--- config.mk ---
export PLATFORM = sky130hd
export DESIGN_NAME = cmul_sequencer
export DESIGN_NICKNAME = d
export VERILOG_FILES = /design/src/rtl/cmul_sequencer.sv
export SDC_FILE = /design/constraint.sdc
export NUM_CORES = 1
export LEC_CHECK = 0
export ABC_CLOCK_PERIOD_IN_PS = 34000
export CAP_MARGIN = 20
export CELL_PAD_IN_SITES_DETAIL_PLACEMENT = 1
export CELL_PAD_IN_SITES_GLOBAL_PLACEMENT = 2
export CORE_UTILIZATION = 43
export CTS_CLUSTER_DIAMETER = 120
export DETAILED_ROUTE_END_ITERATION = 8
export PLACE_DENSITY = 0.95
export SYNTH_ARGS = -nofsm -noshare
export SYNTH_HDL_FRONTEND = slang
export SYNTH_SLANG_ARGS = --single-unit
export TNS_END_PERCENT = 50
--- constraint.sdc ---
create_clock -name clk -period 34 [get_ports clk]
set_input_delay 6.8 -clock clk [delete_from_list [all_inputs] [get_ports clk]]
set_output_delay 6.8 -clock clk [all_outputs]
set_load 0.005 [all_outputs]
--- src/rtl/cmul_sequencer.sv ---
// cmul_sequencer: complex multiply (a*b) in Q1.15 that time-shares one 16x16
// signed multiplier across the four real partial products. It accumulates in
// 33 bits, then rounds or truncates and saturates the result back to Q1.15.
//
// Handshake semantics (both sides): a transfer happens on a rising edge where
// valid && ready are both high. A source holds its data and keeps valid high
// until that edge. out_* and sat are registered and stay stable while
// out_valid && !out_ready. in_ready is the only output that depends
// combinationally on an input (out_ready).
module cmul_sequencer #(
  parameter bit ROUND = 1'b1
) (
  input  logic               clk,
  input  logic               reset_n,
  input  logic               in_valid,
  output logic               in_ready,
  input  logic signed [15:0] a_re,
  input  logic signed [15:0] a_im,
  input  logic signed [15:0] b_re,
  input  logic signed [15:0] b_im,
  output logic               out_valid,
  input  logic               out_ready,
  output logic signed [15:0] out_re,
  output logic signed [15:0] out_im,
  output logic               sat,
  output logic               busy,
  output logic [2:0]         dbg_state
);

  typedef enum logic [2:0] {
    IDLE = 3'd0,
    P0   = 3'd1,
    P1   = 3'd2,
    P2   = 3'd3,
    P3   = 3'd4,
    DONE = 3'd5
  } state_t;

  state_t state, state_nxt;

  logic signed [15:0] a_re_q, a_im_q, b_re_q, b_im_q;
  logic signed [32:0] acc_re, acc_im;
  logic signed [15:0] mul_x, mul_y;
  logic signed [31:0] prod;
  logic signed [32:0] prod_ext;
  logic signed [32:0] acc_im_fin;
  logic [16:0]        conv_re, conv_im;
  logic               accept;

  assign in_ready  = (state == IDLE) || ((state == DONE) && out_ready);
  assign accept    = in_valid && in_ready;
  assign out_valid = (state == DONE);
  assign busy      = (state != IDLE);
  assign dbg_state = state;

  // Round (optional), shift by 15 and saturate to Q1.15. Returns {clip, value}.
  function automatic logic [16:0] convert(input logic signed [32:0] acc);
    logic signed [32:0] r;
    logic signed [32:0] s;
    logic [16:0]        res;
    r = acc + (ROUND ? 33'sd16384 : 33'sd0);
    s = r >>> 15;
    if (s > 33'sd32767)        res = {1'b1, 16'h7FFF};
    else if (s < -33'sd32768)  res = {1'b1, 16'h8000};
    else                       res = {1'b0, s[15:0]};
    return res;
  endfunction

  // Select the multiplier operands for the partial product of this phase.
  always_comb begin
    mul_x = a_re_q;
    mul_y = b_re_q;
    case (state)
      P1:      begin mul_x = a_im_q; mul_y = b_im_q; end
      P2:      begin mul_x = a_re_q; mul_y = b_im_q; end
      P3:      begin mul_x = a_im_q; mul_y = b_re_q; end
      default: begin mul_x = a_re_q; mul_y = b_re_q; end
    endcase
  end

  assign prod       = mul_x * mul_y;
  assign prod_ext   = {prod[31], prod};
  // The imaginary accumulator only becomes final on the P3 edge, so convert
  // its post-update value; acc_re is already final after P1.
  assign acc_im_fin = acc_im + prod_ext;
  assign conv_re    = convert(acc_re);
  assign conv_im    = convert(acc_im_fin);

  // State register.
  always_ff @(posedge clk or negedge reset_n) begin
    if (!reset_n) state <= IDLE;
    else          state <= state_nxt;
  end

  // Next-state logic: fixed four product phases, then wait in DONE for the sink.
  always_comb begin
    state_nxt = state;
    case (state)
      IDLE:    if (accept) state_nxt = P0;
      P0:      state_nxt = P1;
      P1:      state_nxt = P2;
      P2:      state_nxt = P3;
      P3:      state_nxt = DONE;
      DONE:    if (out_ready) state_nxt = in_valid ? P0 : IDLE;
      default: state_nxt = IDLE;
    endcase
  end

  // Operand capture, accumulation per phase, and output conversion on P3.
  always_ff @(posedge clk or negedge reset_n) begin
    if (!reset_n) begin
      a_re_q <= '0;
      a_im_q <= '0;
      b_re_q <= '0;
      b_im_q <= '0;
      acc_re <= '0;
      acc_im <= '0;
      out_re <= '0;
      out_im <= '0;
      sat    <= 1'b0;
    end else begin
      if (accept) begin
        a_re_q <= a_re;
        a_im_q <= a_im;
        b_re_q <= b_re;
        b_im_q <= b_im;
        acc_re <= '0;
        acc_im <= '0;
      end else begin
        case (state)
          P0: acc_re <= acc_re + prod_ext;
          P1: acc_re <= acc_re - prod_ext;
          P2: acc_im <= acc_im + prod_ext;
          P3: begin
            acc_im <= acc_im_fin;
            out_re <= conv_re[15:0];
            out_im <= conv_im[15:0];
            sat    <= conv_re[16] | conv_im[16];
          end
          default: ;
        endcase
      end
    end
  end

endmodule

Yosys cells after proc, flatten, opt, wreduce, memory -nomap -nowiden
Cells that the tools add are included.

$add $sub $neg: 5. Multiply operators: 1. Div/mod/pow operators: 0. Order comparisons: 4. Eq/ne operators: 7. Shift operators: 0. Multiplexer cells: 14. Bitwise gates (word level): 2. Reductions and logical operators: 12.

Operators by type and width (number): 33-bit 2-to-1 mux (3); 17-bit 2-to-1 mux (4); 33-bit by 16-bit adder with 33-bit output, second input constant (2); 33-bit by 32-bit adder with 33-bit output (2); 33-bit case mux with 2 select lines (1); 18-bit by 16-bit greater-than comparator with 1-bit output, second input constant (2); 18-bit by 16-bit < comparator with 1-bit output, second input constant (2); 33-bit by 32-bit subtractor with 33-bit output (1); 16-bit by 16-bit multiplier with 32-bit output (1); 16-bit 2-to-1 mux (2); 3-bit case mux with 6 select lines (1); 3-bit by 2-bit equality test with 1-bit output, second input constant (2); 3-bit equality test, second input constant (2); 3-bit 2-to-1 mux (2); 3-bit nonzero test (2); 2-bit OR reduction (3); 2-bit AND reduction (2); 3-bit by 1-bit equality test with 1-bit output, second input constant (1); 3-bit zero test (1); 1-bit logical AND (2); 2-bit by 1-bit inequality test with 1-bit output, second input constant (1); 2-bit inequality test, second input constant (1); 2-bit nonzero test (1); 1-bit logical OR (1); other kinds (3) (3).

Register bits after elaboration: 166. Latch bits: 0. Memory bits (writable): 0. ROM bits: 0. Output and inout port bits: 39. Memories kept: 0.

Depth between registers and ports, before layout
Gate-level depths: netlist (run 1).

Depth in word-level cells: 10. Depth in mapped cells: 46. Mapped depth without buffers: 42.

Worst setup path after synthesis (run 1)
No wires, ideal clock.

Kind: input -> output. From: in out_ready. To: out in_ready. Arrival time: 6.913 ns. Required time: 27.200 ns. Slack: 20.287 ns. Cell stages on the path: 2. Buffers on the path: 0. Cells stage by stage: nand2_1 nand2_1.

Cells in the longest elaborated chain, start to end: 2.

Ends and longest elaborated chain: start: declaration (RTL line 22) `input logic out_ready,`; 1-bit logical AND (RTL line 50) `assign in_ready = (state == IDLE) || ((state == DONE) && out_ready);`; 1-bit logical OR (RTL line 50); end: declaration (RTL line 16) `output logic in_ready,`.

No other way between the ends.

Worst setup path in the final report (run 1)
Same ends and word-level chain as after synthesis.

==> reports/metrics.yaml, run 1 <==
critical_path:
  arrival_ns: 7.99
  worstPathRequired_ns: 27.20
  cp-start-kind: "input pin"
  critPathCaptureType: "primary output"
  crit_fanout: 2
  regToRegSetupSlack_ns: 21.64
  crit_type: "in2out"
grt:
  grt_max_degree: 78
  grt_pass1_wl_microns: 112900
  antenna_found_initial: 0
  gr-usage-all-layers_pct: 27.57
  grt.overflow.total: 0
  grt_pass1_vias: 20294
finish:
  layout_common_cells: "inv_1, fa_1, nand2_1"
  fillers: 5837
  drive_gt1_share_pct: 8.689
  areaGrowthSynthToFinish_pct: 11.10
  final_common_cell: "inv_1"
  antenna_cells: 0
  fin_area_sq_um: 24350
  final_nets: 3001
clocking:
  htreeDepth: 4
  postCtsSetupRepairBufs: 0
  cts_resized: 0
  ctsHoldBuffers: 0
  clock-sinks: 166
  numCtsBuffers: 17
  clk_latency_ns: 0.52
  clk_pin_slew_worst_paths_ns: 0.08
  cts_tree: "yes"
  clock_path_buffers: 2
  clockRootBuffer: "clkbuf_16"
placement:
  place_area_sq_um: 23730
  portBuffers: 106
  gp_congestion: 0.9124
  dp_hpwl_microns: 54540
synthesis:
  synth_largest_area_cell: "fa_1"
  syn_area_sq_um: 21920
  ys_warn_count: 0
  synthFlopType: "dfrtp_1"
  syn-instance-count: 2443
  yosysUniqueCellTypes: 94
  seq_area_frac_synth_pct: 18.95
  yosys.area.top_type_share_pct: 24.11
  synthArstFlopShare_pct: 100.0
  ys_seq_elements: 166
  synthTopCellsByArea: "fa_1, dfrtp_1, ha_1"
  synth.net_count: 2925
  syn_avg_cell_area_sq_um: 8.971
  synth_edf_count: 0
job:
  timing.max_cap.violations: 0
routing:
  drtAntennaViolNets: 0
  drcViolationCount: 0
  firstDrtPassIters: 7
  vias: 18045
  drtIter0Drc: 1092
  drt_wl_total_microns: 68120
  vias_per_cell: 5.632
  wl_per_cell_microns: 21.26
status:
  status: "completed"
floorplan:
  dieArea_sq_um: 51880
  die_w_microns: 227.8
  start_util_pct: 43.69
  pin_count: 107
  num_rows: 82
  die_h_microns: 227.8
  fp.coreArea_sq_um: 50170
timing:
  setup_viol: 0
  post-route-min-period_ns: 14.79
  drv_slew: 0
  hold_viol: 0
  rsz0062_at_grt: "no"
  timing.fmax_mhz: 67.64
  relSlewSlack_pct: 20.90
  period_share_pct: 43.49
  tightest_slew_ns: 1.154
  tns_ns: 0
  finalClockSkew_ns: 0.02099
min_path:
  hold_path_class: "reg2reg"
==> metrics by stage <==
step	setup slack (ns)	hold slack, ns	utilization [%]	std cells
CTS	19.21	0.5030	48.47	3201
global route	19.16	0.5374	48.54	3204
global placement	19.20	0.4680	47.26	3166
detailed placement	19.22	0.4769	47.30	3169
finish	19.21	0.4950	48.54	3204
floorplan	20.29	0.4666	-	2443
==> logic make-up after synthesis <==
| kind of cell | count (synthesis) | synth area share, % |
|---|---|---|
| and+or+nand+nor | 710 | 15.08 |
| AOI/OAI and AO/OA | 444 | 13.46 |
| buffers and inverters | 437 | 7.638 |
| adders and majority gates | 414 | 32.68 |
| DFF | 166 | 18.95 |
| xor gates and xnor gates | 142 | 5.743 |
| muxes | 130 | 6.457 |
==> worst paths after layout <==
kind,start,to,cells after the start
max reg2reg,dbg_state[1],sat,35
min reg2reg,out_re[0],out_re[0],2
min,out_re[0],out_re[0],2
min in group asynchronous,reset_n,out_re[3],1
max,out_ready,in_ready,4
max in group asynchronous,reset_n,a_re_q[11],3
==> metal layers <==
| metal | up-vias | GRT usage [%] | wire, microns |
|---|---|---|---|
| met5 | - | 0 | 0 |
| met4 | 0 | 10.09 | 2031 |
| met3 | 110 | 3.562 | 2875 |
| met2 | 432 | 47.24 | 33980 |
| met1 | 9261 | 35.52 | 29240 |
| li1 | 8242 | - | - |
==> cell usage after synthesis (all sizes together) (7+ instances only) <==
library cell,number
or2,18
nand4,13
mux2i,39
xor2,53
nor2,225
ha,150
o21a,19
nor3b,8
nand3,93
a21o,36
o21ai,134
dfrtp,166
inv,356
and3,19
clkbuf,65
a211oi,21
mux2,91
a221o,16
a31oi,9
or3,13
o31ai,13
nor2b,12
a21oi,116
fa,264
nand2b,20
xnor2,88
buf,16
nor3,22
nand2,230
o2111ai,7
o211ai,10
and2,13
==> critical path, stage by stage <==
cell and delay, ns:
clkdlybuf4s50_1 0.48, nand2_1 0.05, nand2_1 0.12, clkdlybuf4s50_1 0.53
==> cell type report <==
cell class                      instances  area (sq um)  area share (%)
Inverter                              356          1336           5.488
Timing Repair Buffer                  138          1313           5.390
Sequential cell                       166          4154           17.06
Clock buffer                           18         429.2           1.762
Clock inverter                         14         156.4          0.6423
Multi-Input combinational cell       1840         16120           66.21
Tap cell                              672         840.8           3.453
==> sequential cells by signal, summed over array words and instances, names as in the netlist <==
| signal | count |
|---|---|
| out_im | 16 |
| a_re_q | 16 |
| out_re | 16 |
| b_re_q | 16 |
| b_im_q | 16 |
| acc_im | 33 |
| dbg_state | 3 |
| acc_re | 33 |
| sat | 1 |
| a_im_q | 16 |
Power of run 1 is not shown: default switching activity piles up to over one toggle a cycle in this logic, so the estimate is an artifact.
==> run 2: changes to the inputs <==
--- a/config.mk
+++ b/config.mk
@@ -5,14 +5,14 @@
 export SDC_FILE = /design/constraint.sdc
 export NUM_CORES = 1
 export LEC_CHECK = 0
-export ABC_CLOCK_PERIOD_IN_PS = 34000
+export ABC_CLOCK_PERIOD_IN_PS = 14200
 export CAP_MARGIN = 20
 export CELL_PAD_IN_SITES_DETAIL_PLACEMENT = 1
 export CELL_PAD_IN_SITES_GLOBAL_PLACEMENT = 2
-export CORE_UTILIZATION = 43
+export CORE_UTILIZATION = 40
 export CTS_CLUSTER_DIAMETER = 120
 export DETAILED_ROUTE_END_ITERATION = 8
-export PLACE_DENSITY = 0.95
+export PLACE_DENSITY = 0.92
 export SYNTH_ARGS = -nofsm -noshare
 export SYNTH_HDL_FRONTEND = slang
 export SYNTH_SLANG_ARGS = --single-unit
==> constraint.sdc (replaced) <==
create_clock -name clk -period 14.2 [get_ports clk]
set_input_delay 2.84 -clock clk [delete_from_list [all_inputs] [get_ports clk]]
set_output_delay 2.84 -clock clk [all_outputs]
set_load 0.005 [all_outputs]
==> reports/metrics.yaml, run 2 (synthesized netlist as in run 1, its figures left out) <==
status:
  status: "completed"  # unchanged
clocking:
  numCtsBuffers: 17  # unchanged
  clock-sinks: 166  # unchanged
  cts_resized: 0  # unchanged
  ctsHoldBuffers: 0  # unchanged
  clk_latency_ns: 0.50  # was 0.52 ns
  postCtsSetupRepairBufs: 0  # unchanged
  cts_tree: "yes"  # unchanged
  htreeDepth: 4  # unchanged
  clock_path_buffers: 2  # unchanged
  clockRootBuffer: "clkbuf_16"  # unchanged
  clk_pin_slew_worst_paths_ns: 0.08  # about the same
min_path:
  hold_start: "out_re[14]"  # was out_re[0]
  hold_path_class: "reg2reg"  # unchanged
  hold_depth: 2  # unchanged
  min_to: "out_re[14]"  # was out_re[0]
critical_path:
  max_stage_delay_ns: 0.92  # was 0.53 ns
  cp_common_cell: "fa_1"
  crit_buf_inv: 4  # was 2
  r2r_end: "out_im[11]"  # was sat
  path_delay_family: "simple AND/OR/NAND/NOR gates"  # was buffers and inverters
  crit_fanout: 21  # was 2
  worstPathRequired_ns: 14.64  # was 27.20 ns
  regToRegSetupSlack_ns: 1.28  # was 21.64 ns
  cpMaxStageDelayCell: "mux2i_1"  # was clkdlybuf4s50_1
  critPathCaptureType: "flip-flop"  # was primary output
  arrival_ns: 13.36  # was 7.99 ns
  crit_type: "reg2reg"  # was in2out
  cp-start-kind: "flip-flop"  # was input pin
  r2r_cells: 34  # was 35
  rr_startpoint: "dbg_state[1]"  # unchanged
floorplan:
  dieArea_sq_um: 55730  # was 51,880 sq um
  die_h_microns: 236.1  # was 227.8 microns
  num_rows: 85  # was 82
  fp.coreArea_sq_um: 54030  # was 50,170 sq um
  pin_count: 107  # unchanged
  die_w_microns: 236.1  # was 227.8 microns
  start_util_pct: 40.57  # was 43.69%
timing:
  hold_viol: 0  # unchanged
  drv_slew: 0  # unchanged
  finalClockSkew_ns: 0.01444  # was 0.02099 ns
  rsz0062_at_grt: "no"  # unchanged
  relSlewSlack_pct: 17.12  # was 20.90%
  period_share_pct: 90.99
  setup_slack_ns: 1.280  # was 19.21 ns
  post-route-min-period_ns: 12.92
  timing.fmax_mhz: 77.40
  setup_viol: 0  # unchanged
  tns_ns: 0  # unchanged
  tightest_slew_ns: 1.209  # was 1.154 ns
finish:
  final_nets: 2997  # was 3,001
  layout_common_cells: "inv_1, fa_1, nand2_1"  # unchanged
  fillers: 6303  # was 5,837
  areaGrowthSynthToFinish_pct: 11.14  # was 11.10%
  seq_area_sq_um: 4154  # unchanged
  drive_gt1_share_pct: 8.544  # was 8.689%
  final_common_cell: "inv_1"  # unchanged
  multi_input_area_sq_um: 16120  # unchanged
  reg_top3: "acc_im (33), acc_re (33)"  # unchanged
  antenna_cells: 0  # unchanged
  layout.cells.non_filler: 3224  # was 3,204
routing:
  drtAntennaViolNets: 0  # unchanged
  vias: 17929  # was 18.05k
  vias_per_cell: 5.561  # was 5.632
  firstDrtPassIters: 5  # was 7
  drcViolationCount: 0  # unchanged
  drt_wl_total_microns: 69050  # was 68,120 microns
  drtIter0Drc: 822  # was 1,092
  wl_per_cell_microns: 21.42  # was 21.26 microns
placement:
  gp_congestion: 0.9664  # was 0.9124
  dp_hpwl_microns: 55750  # was 54,540 microns
  portBuffers: 106  # unchanged
  place_ws_ns: 1.401  # was 19.22 ns
  dp.cells: 3191  # was 3,169
grt:
  grt.overflow.total: 0  # unchanged
  grt_pass1_wl_microns: 113100  # was 112,900 microns
  gr-usage-all-layers_pct: 25.96  # was 27.57%
  grt_max_degree: 77  # was 78
  grt_pass1_vias: 19800  # was 20.29k
  antenna_found_initial: 0  # unchanged
job:
  timing.max_cap.violations: 0  # unchanged
-- run 2: final cells by class --
type / count / area share [%]
repair buffers: 134 / 5.224
multi-input cells: 1840 / 66.19
flip-flops and latches: 166 / 17.05
inverters: 356 / 5.486
well taps: 696 / 3.575
clock buffers: 17 / 1.746
clock inverters: 15 / 0.7294
-- run 2: through the flow --
| stage | cell area (sq um) | utilization, % | hold WS, ns |
|---|---|---|---|
| finish | 24360 | 45.09 | 0.4929 |
| global route | 24360 | 45.09 | 0.5331 |
| CTS | 24350 | 45.07 | 0.5028 |
| detailed placement | 23750 | 43.96 | 0.4774 |
| global placement | 23730 | 43.93 | 0.4631 |
| floorplan | 21920 | - | 0.4666 |
-- run 2: worst max path at each step --
stage,cells past startpoint,to,start,slack [ns]
after floorplan,39,out_im[13],dbg_state[1],3.40
after global placement,36,out_im[8],dbg_state[1],1.54
after detailed placement,34,out_im[11],dbg_state[1],1.40
after CTS,36,out_im[11],dbg_state[1],1.29
after global routing,34,out_im[0],dbg_state[1],0.78
final,34,out_im[11],dbg_state[1],1.28
-- run 2: metal layers --
layer	GRT usage, %	wire length, microns
met1	34.72	30970
met2	43.68	33920
met3	4.119	2940
met4	6.556	1209
met5	0	0
-- run 2: worst register-to-register path, delay by kind of cell, from the launching register on --
kind            cells  cell delay [ns]
xor+xnor            1             0.60
flops               1             0.51
buf+inv             4             0.66
compound gates      6             1.44
mux                 1             0.92
fa+ha+maj           8             4.14
simple gates       14             4.54
Power of run 2 is left out for the same reason.
